## src/rtl/cr_gray2bin_pipe.sv

```systemverilog
// cr_gray2bin_pipe: pipelined Gray-to-binary decoder with valid/ready flow
// control and a per-word step-error tag (Hamming distance > 1 between
// consecutive accepted words).
//
// Ports
//   Clk       clock, rising edge
//   Rst       synchronous active-high reset
//   InValid   G holds a word; transfer when InValid && InReady
//   InReady   decoder can accept (combinational from OutReady and valid bits)
//   G         Gray-code input word
//   OutValid  B/StepErr hold a decoded word; transfer when OutValid && OutReady
//   OutReady  sink accepts
//   B         binary output word
//   StepErr   accepted word differed from the previous accepted word by >1 bit
module cr_gray2bin_pipe #(
  parameter int unsigned pWidth  = 4,
  parameter int unsigned pStages = 2,
  parameter bit          pCheck  = 1'b1
) (
  input  logic              Clk,
  input  logic              Rst,
  input  logic              InValid,
  output logic              InReady,
  input  logic [pWidth-1:0] G,
  output logic              OutValid,
  input  logic              OutReady,
  output logic [pWidth-1:0] B,
  output logic              StepErr
);

  // Bits resolved per stage (the last stage takes whatever remains).
  localparam int unsigned Chunk = (pWidth + pStages - 1) / pStages;

  // Lowest bit index that is fully decoded after stage k; stage -1 means none.
  function automatic int lo_bit(input int k);
    if (k < 0) return int'(pWidth);
    if (k >= int'(pStages) - 1) return 0;
    if (int'(pWidth) > (k + 1) * int'(Chunk)) return int'(pWidth) - (k + 1) * int'(Chunk);
    return 0;
  endfunction

  logic [pStages-1:0] vld;
  logic [pStages-1:0] err;
  logic [pStages-1:0] en;
  logic [pWidth-1:0]  dat [pStages];

  logic [pWidth-1:0]  hist;
  logic               hist_v;
  logic               acc_c;
  logic               step_c;

  // Stage k may load when any stage from k to the end is empty, or the sink
  // takes the last word; written without a stage-to-stage chain.
  always_comb begin
    for (int k = 0; k < int'(pStages); k++) begin
      en[k] = OutReady;
      for (int j = k; j < int'(pStages); j++) begin
        if (!vld[j]) en[k] = 1'b1;
      end
    end
  end

  assign InReady = !Rst && en[0];
  assign acc_c   = InValid && InReady;

  // Step check against the previous accepted word, evaluated at acceptance.
  assign step_c = pCheck && hist_v && ($countones(G ^ hist) > 1);

  // History of the last accepted word.
  always_ff @(posedge Clk) begin
    if (Rst) begin
      hist   <= '0;
      hist_v <= 1'b0;
    end else if (acc_c) begin
      hist   <= G;
      hist_v <= 1'b1;
    end
  end

  for (genvar k = 0; k < int'(pStages); k++) begin : g_stage
    localparam int lo_idx = lo_bit(k);
    localparam int hi_idx = lo_bit(k - 1);

    logic [pWidth-1:0] din;
    logic [pWidth-1:0] dec;
    logic              vin;
    logic              ein;
    logic [pWidth-1:0] d_q;
    logic              v_q;
    logic              e_q;

    if (k == 0) begin : g_first
      assign din = G;
      assign vin = acc_c;
      assign ein = step_c;
    end else begin : g_next
      assign din = dat[k-1];
      assign vin = vld[k-1];
      assign ein = err[k-1];
    end

    // Resolve this stage's bit slice; bits above it arrive already decoded,
    // so the running XOR prefix is simply the next higher output bit.
    always_comb begin
      dec = din;
      for (int i = int'(pWidth) - 2; i >= 0; i--) begin
        if (i >= lo_idx && i < hi_idx) dec[i] = din[i] ^ dec[i+1];
      end
    end

    // Data only loads with a valid word so idle input never reaches B.
    always_ff @(posedge Clk) begin
      if (Rst) begin
        v_q <= 1'b0;
        d_q <= '0;
        e_q <= 1'b0;
      end else if (en[k]) begin
        v_q <= vin;
        if (vin) begin
          d_q <= dec;
          e_q <= ein;
        end
      end
    end

    assign vld[k] = v_q;
    assign err[k] = e_q;
    assign dat[k] = d_q;
  end

  assign OutValid = vld[pStages-1];
  assign B        = dat[pStages-1];
  assign StepErr  = err[pStages-1];

endmodule

```

## config.mk

```make
export PLATFORM = sky130hd
export DESIGN_NAME = cr_gray2bin_pipe
export DESIGN_NICKNAME = d
export VERILOG_FILES = /design/src/rtl/cr_gray2bin_pipe.sv
export SDC_FILE = /design/constraint.sdc
export NUM_CORES = 1
export LEC_CHECK = 0
export ABC_AREA = 1
export BUFFER_PORTS_ARGS = -buffer_cell sky130_fd_sc_hd__buf_4
export CAP_MARGIN = 40
export CORE_AREA = 2 2 39 41
export CTS_BUF_LIST = sky130_fd_sc_hd__clkbuf_2 sky130_fd_sc_hd__clkbuf_4 sky130_fd_sc_hd__clkbuf_8
export CTS_CLUSTER_SIZE = 24
export DETAILED_ROUTE_END_ITERATION = 8
export DIE_AREA = 0 0 41 43
export PLACE_DENSITY_LB_ADDON = 0.12
export SLEW_MARGIN = 30
export SYNTH_ARGS = -nofsm -noshare
export SYNTH_HDL_FRONTEND = slang
export SYNTH_SLANG_ARGS = --single-unit
```

## constraint.sdc

```tcl
create_clock -name Clk -period 4.1 [get_ports Clk]
set_input_delay 0.41 -clock Clk [delete_from_list [all_inputs] [get_ports Clk]]
set_output_delay 0.41 -clock Clk [all_outputs]
set_load 0.1 [all_outputs]
```

Yosys cells after proc, flatten, opt, wreduce, memory -nomap -nowiden
Index checks and enable logic that the tools add are counted.
{"block": "totals", "register_bits": 17, "input_bits": 8, "output_inout_bits": 7, "word_cells": 25}
{"block": "op_classes", "add_sub_neg": 3, "order_cmp": 1, "mux": 3, "bitwise_logic": 4, "n_reduce_logical": 6}
{"cell": "1-bit by 1-bit adder with 2-bit output", "count": 2}
{"cell": "2-bit AND reduction", "count": 2}
{"cell": "4-bit bitwise XOR", "count": 1}
{"cell": "2-bit by 2-bit adder with 3-bit output", "count": 1}
{"cell": "3-bit by 1-bit greater-than comparator with 1-bit output, second input constant", "count": 1}
{"cell": "1-bit logical AND", "count": 3}
{"cell": "1-bit two-way mux", "count": 3}
{"cell": "1-bit bitwise XOR", "count": 3}
{"cell": "1-bit logical NOT", "count": 1}

Depth between registers and ports, before layout
{"block": "depth", "ltp_word": 5, "depth_mapped": 8, "ltp_nobuf": 8}

Worst setup path before layout
No wires, ideal clock.
{"block": "synth_path", "path_kind": "register to output", "from": "register g_stage[1].v_q (netlist: OutValid)", "to": "output InReady", "t_arrival_ps": 1635, "required_time_ps": 3690, "path_slack_ps": 2055, "stages_incl_launch_ff": 4, "n_path_buf": 0, "path_cell_list": "dfxtp_1 > nand3_4 > nand2_1 > inv_1"}
{"block": "synth_via", "elab_chain_cells": 2}
{"item": "from (decl)", "line": "89", "source": "logic v_q;"}
{"item": "from (signal assigned)", "line": "118", "source": "v_q <= vin;"}
{"item": "1-bit two-way mux", "line": "58", "source": "if (!vld[j]) en[k] = 1'b1;"}
{"item": "1-bit logical AND", "line": "63", "source": "assign InReady = !Rst && en[0];"}
{"item": "to (decl)", "line": "23", "source": "output logic InReady,"}
No other way between the ends.

Worst setup path after layout
{"block": "layout_path", "from": "input Rst", "to": "output InReady"}
{"block": "layout_via", "elab_chain_cells": 2}
{"item": "from (decl)", "line": "21", "source": "input logic Rst,"}
{"item": "1-bit logical NOT", "line": "63"}
{"item": "1-bit logical AND", "line": "63"}
No other way between the ends.

==> results.tsv <==
stage	metric	value	unit
status	status	finished clean	
layout	area_delta_synth_final	17.9	%
route	vias_per_cell	4.85	
setup_path	critPathKind	primary input to output port	
setup_path	timing.rr.start	hist[0]$_SDFFE_PP0P_	
place	io_buffers	14	
setup_path	cp_data_arrival_time	1260	ps
power_and_ir_drop	seqPwrFrac	0.527	
layout	register_area	340	um2
clock_tree	clock_latency	280	ps
layout	multi_input_area	337	um2
sta	tns	0	ps
global_route	grt-ovfl-total	0	
clock_tree	clkTransAtPathRegs	90	ps
clock_tree	postCtsSetupBuffers	0	
power_and_ir_drop	power.density	390	nW/um2
synth	synth.net_count	104	
synth	synth.area.mux_share	0	
sta	finalSetupViolCount	0	
power_and_ir_drop	clkPwrFrac	0.271	
synth	synth_largest_area_cell	dfxtp_1	
floorplanning	die_w	41	um
clock_tree	cts_buffers	3	
synth	synth_compound_area_frac	0.108	
synth	yosysTopAreaCellShare	0.459	
sta	tightest_slew	338	ps
global_route	grt_pass1_wl	2.20	mm
power_and_ir_drop	pwr-share-comb	0.201	
sta	fin_crit_sh	0.406	
power_and_ir_drop	p_leak	0.000397	uW
sta	timing.hold.ws	369	ps
route	postRouteWirelength	1.29	mm
sta	drv_slew	0	
clock_tree	cts_sinks	17	
global_route	antenna_found_initial	0	
route	dr.pass1.iters	4	
synth	synthSimpleGateAreaFrac	0.284	
sta	slew_headroom	0.774	
route	drc	0	
layout	final_cell_mix	nand2_1, dfxtp_1, buf_4	
clock_tree	clockRootBuffer	clkbuf_4	
power_and_ir_drop	vdd_drop_max	0.310	mV
clock_tree	hold_buffers	0	
floorplanning	die-height	43	um
synth	synth_area_leaders	dfxtp_1, nand2_1, a21oi_1, nor2_1, inv_1	
global_route	grt_pass1_vias	537	
min_path	hp-class	primary input to flip-flop	
route	vias	611	
synth	ys_ff_latch	17	
synth	synth-xor-area-share	0.0355	
layout	final_common_cell	nand2_1	
sta	worst_clock_skew	3.47	ps
power_and_ir_drop	p_int	240	uW
global_route	grt_max_degree	14	
floorplanning	rows	14	
min_path	hp-start	Rst	
sta	min_period	1670	ps
setup_path	critPathCaptureType	output port	
layout	final.fill_count	129	
synth	syn_inst	95	
floorplanning	coreArea	1380	um2
power_and_ir_drop	switching_share	0.295	
clock_tree	cts.path.max_buffers	2	
synth	yosysUniqueCellTypes	16	
floorplanning	start_util	0.535	
clock_tree	ctsHtreeMaxLevel	1	
setup_path	required	3690	ps
layout	fin_nets	120	
clock_tree	cts-resized-gates	0	
layout	layout-drive-gt1-share	0.191	
synth	synth_area	741	um2
place	post-dp-hpwl	1.03	mm
floorplanning	boundaryPins	15	
setup_path	path_max_fanout	12	
synth	syn_area_per_cell	7.80	um2
setup_path	cp-startpoint	Rst	
sta	timing.fmax	600	MHz
place	gp_congestion	0.728	
route	drtAntennaViolNets	0	
setup_path	critPathLaunchType	primary input	
floorplanning	die_area	1760	um2
synth	yosys.area_share.adder	0.0270	
route	drt_iter0_markers	8	
synth	synth-seq-area-share	0.459	
power_and_ir_drop	switching_power	100	uW
sta	grt_setup_unrepaired	false	
route	wire_per_inst	10.3	um
layout	num_antenna_cells	0	
synth	synth_top_family_by_area	simple AND/OR/NAND/NOR gates	
sta	hold_violations	0	
flow_run	maxCapViolCount	0	
clock_tree	cts_tree	built	
synth	yosysWarnings	0	
global_route	grt_usage	0.183	
## final cells by class
class | instances | area share
inverter | 11 | 0.0473
clock buffer | 4 | 0.0344
tap | 16 | 0.0229
multi-input combinational | 64 | 0.385
sequential | 17 | 0.390
timing repair buffer | 14 | 0.120
## state kept, by name, indices dropped and copies added (netlist names)
signal / flops
StepErr: 1
g_stage.d_q: 4
OutValid: 1
B: 4
g_stage.e_q: 1
g_stage.v_q: 1
hist_v: 1
hist: 4
## cell usage after synthesis
cell	n
fa_1	1
nand3b_1	1
nand3_1	3
o21ai_0	6
nand3_4	2
buf_4	1
buf_6	1
nor2_1	12
inv_2	1
inv_1	10
clkbuf_1	1
a21oi_1	10
nand2_1	22
xnor2_1	3
dfxtp_1	17
nand4_1	4
## stage by stage
stage | utilization | total power [uW] | cell area (um2) | setup slack [ps] | std cells
2_1_floorplan | - | 236 | 741 | 2050 | 95
3_3_place_gp | 0.609 | 251 | 843 | 2450 | 122
3_5_place_dp | 0.609 | 252 | 843 | 2430 | 122
4_1_cts | 0.631 | 343 | 873 | 2440 | 126
5_1_grt | 0.631 | 358 | 873 | 2380 | 126
6_report | 0.631 | 340 | 873 | 2430 | 126
## worst max-delay path: stages
cell and delay [ps]:
buf_4 150, inv_1 270, nand2_1 90, inv_1 60, buf_4 280
## cells by family (layout without fill, tap and decap cells)
logic type                 count (synthesis)  count (layout)
DFF                                       17              17
AOI/OAI and AO/OA                         16              16
buffers and inverters                     14              29
and+or+nand+nor                           44              44
adders and majority gates                  1               1
xor gates and xnor gates                   3               3
## power groups by stage
| stage | clock network (uW) | registers (uW) | logic, uW |
|---|---|---|---|
| 2_1_floorplan | 0 | 202 | 34.0 |
| 3_3_place_gp | 0 | 183 | 68.2 |
| 3_5_place_dp | 0 | 183 | 68.8 |
| 4_1_cts | 94.9 | 179 | 69.0 |
| 5_1_grt | 101 | 181 | 77.1 |
| 6_report | 92.3 | 179 | 68.5 |
## per-layer routing
layer / track usage / vias to the layer above / wire (um)
met3: 0.0471 / 4 / 53
met4: 0.0800 / 0 / 19
met2: 0.263 / 13 / 598
met5: 0 / - / 0
li1: - / 338 / -
met1: 0.250 / 256 / 623
## worst paths after layout
kind	to	slack (ps)	cells past startpoint
max	InReady	2430	5
min	g_stage[0].d_q[0]$_SDFFE_PP0P_	370	2
max reg2reg	g_stage[0].e_q$_SDFFE_PP0P_	2720	7
min reg2reg	g_stage[0].d_q[3]$_SDFFE_PP0P_	480	2
Note: power is estimated with default switching activity, not from simulation.
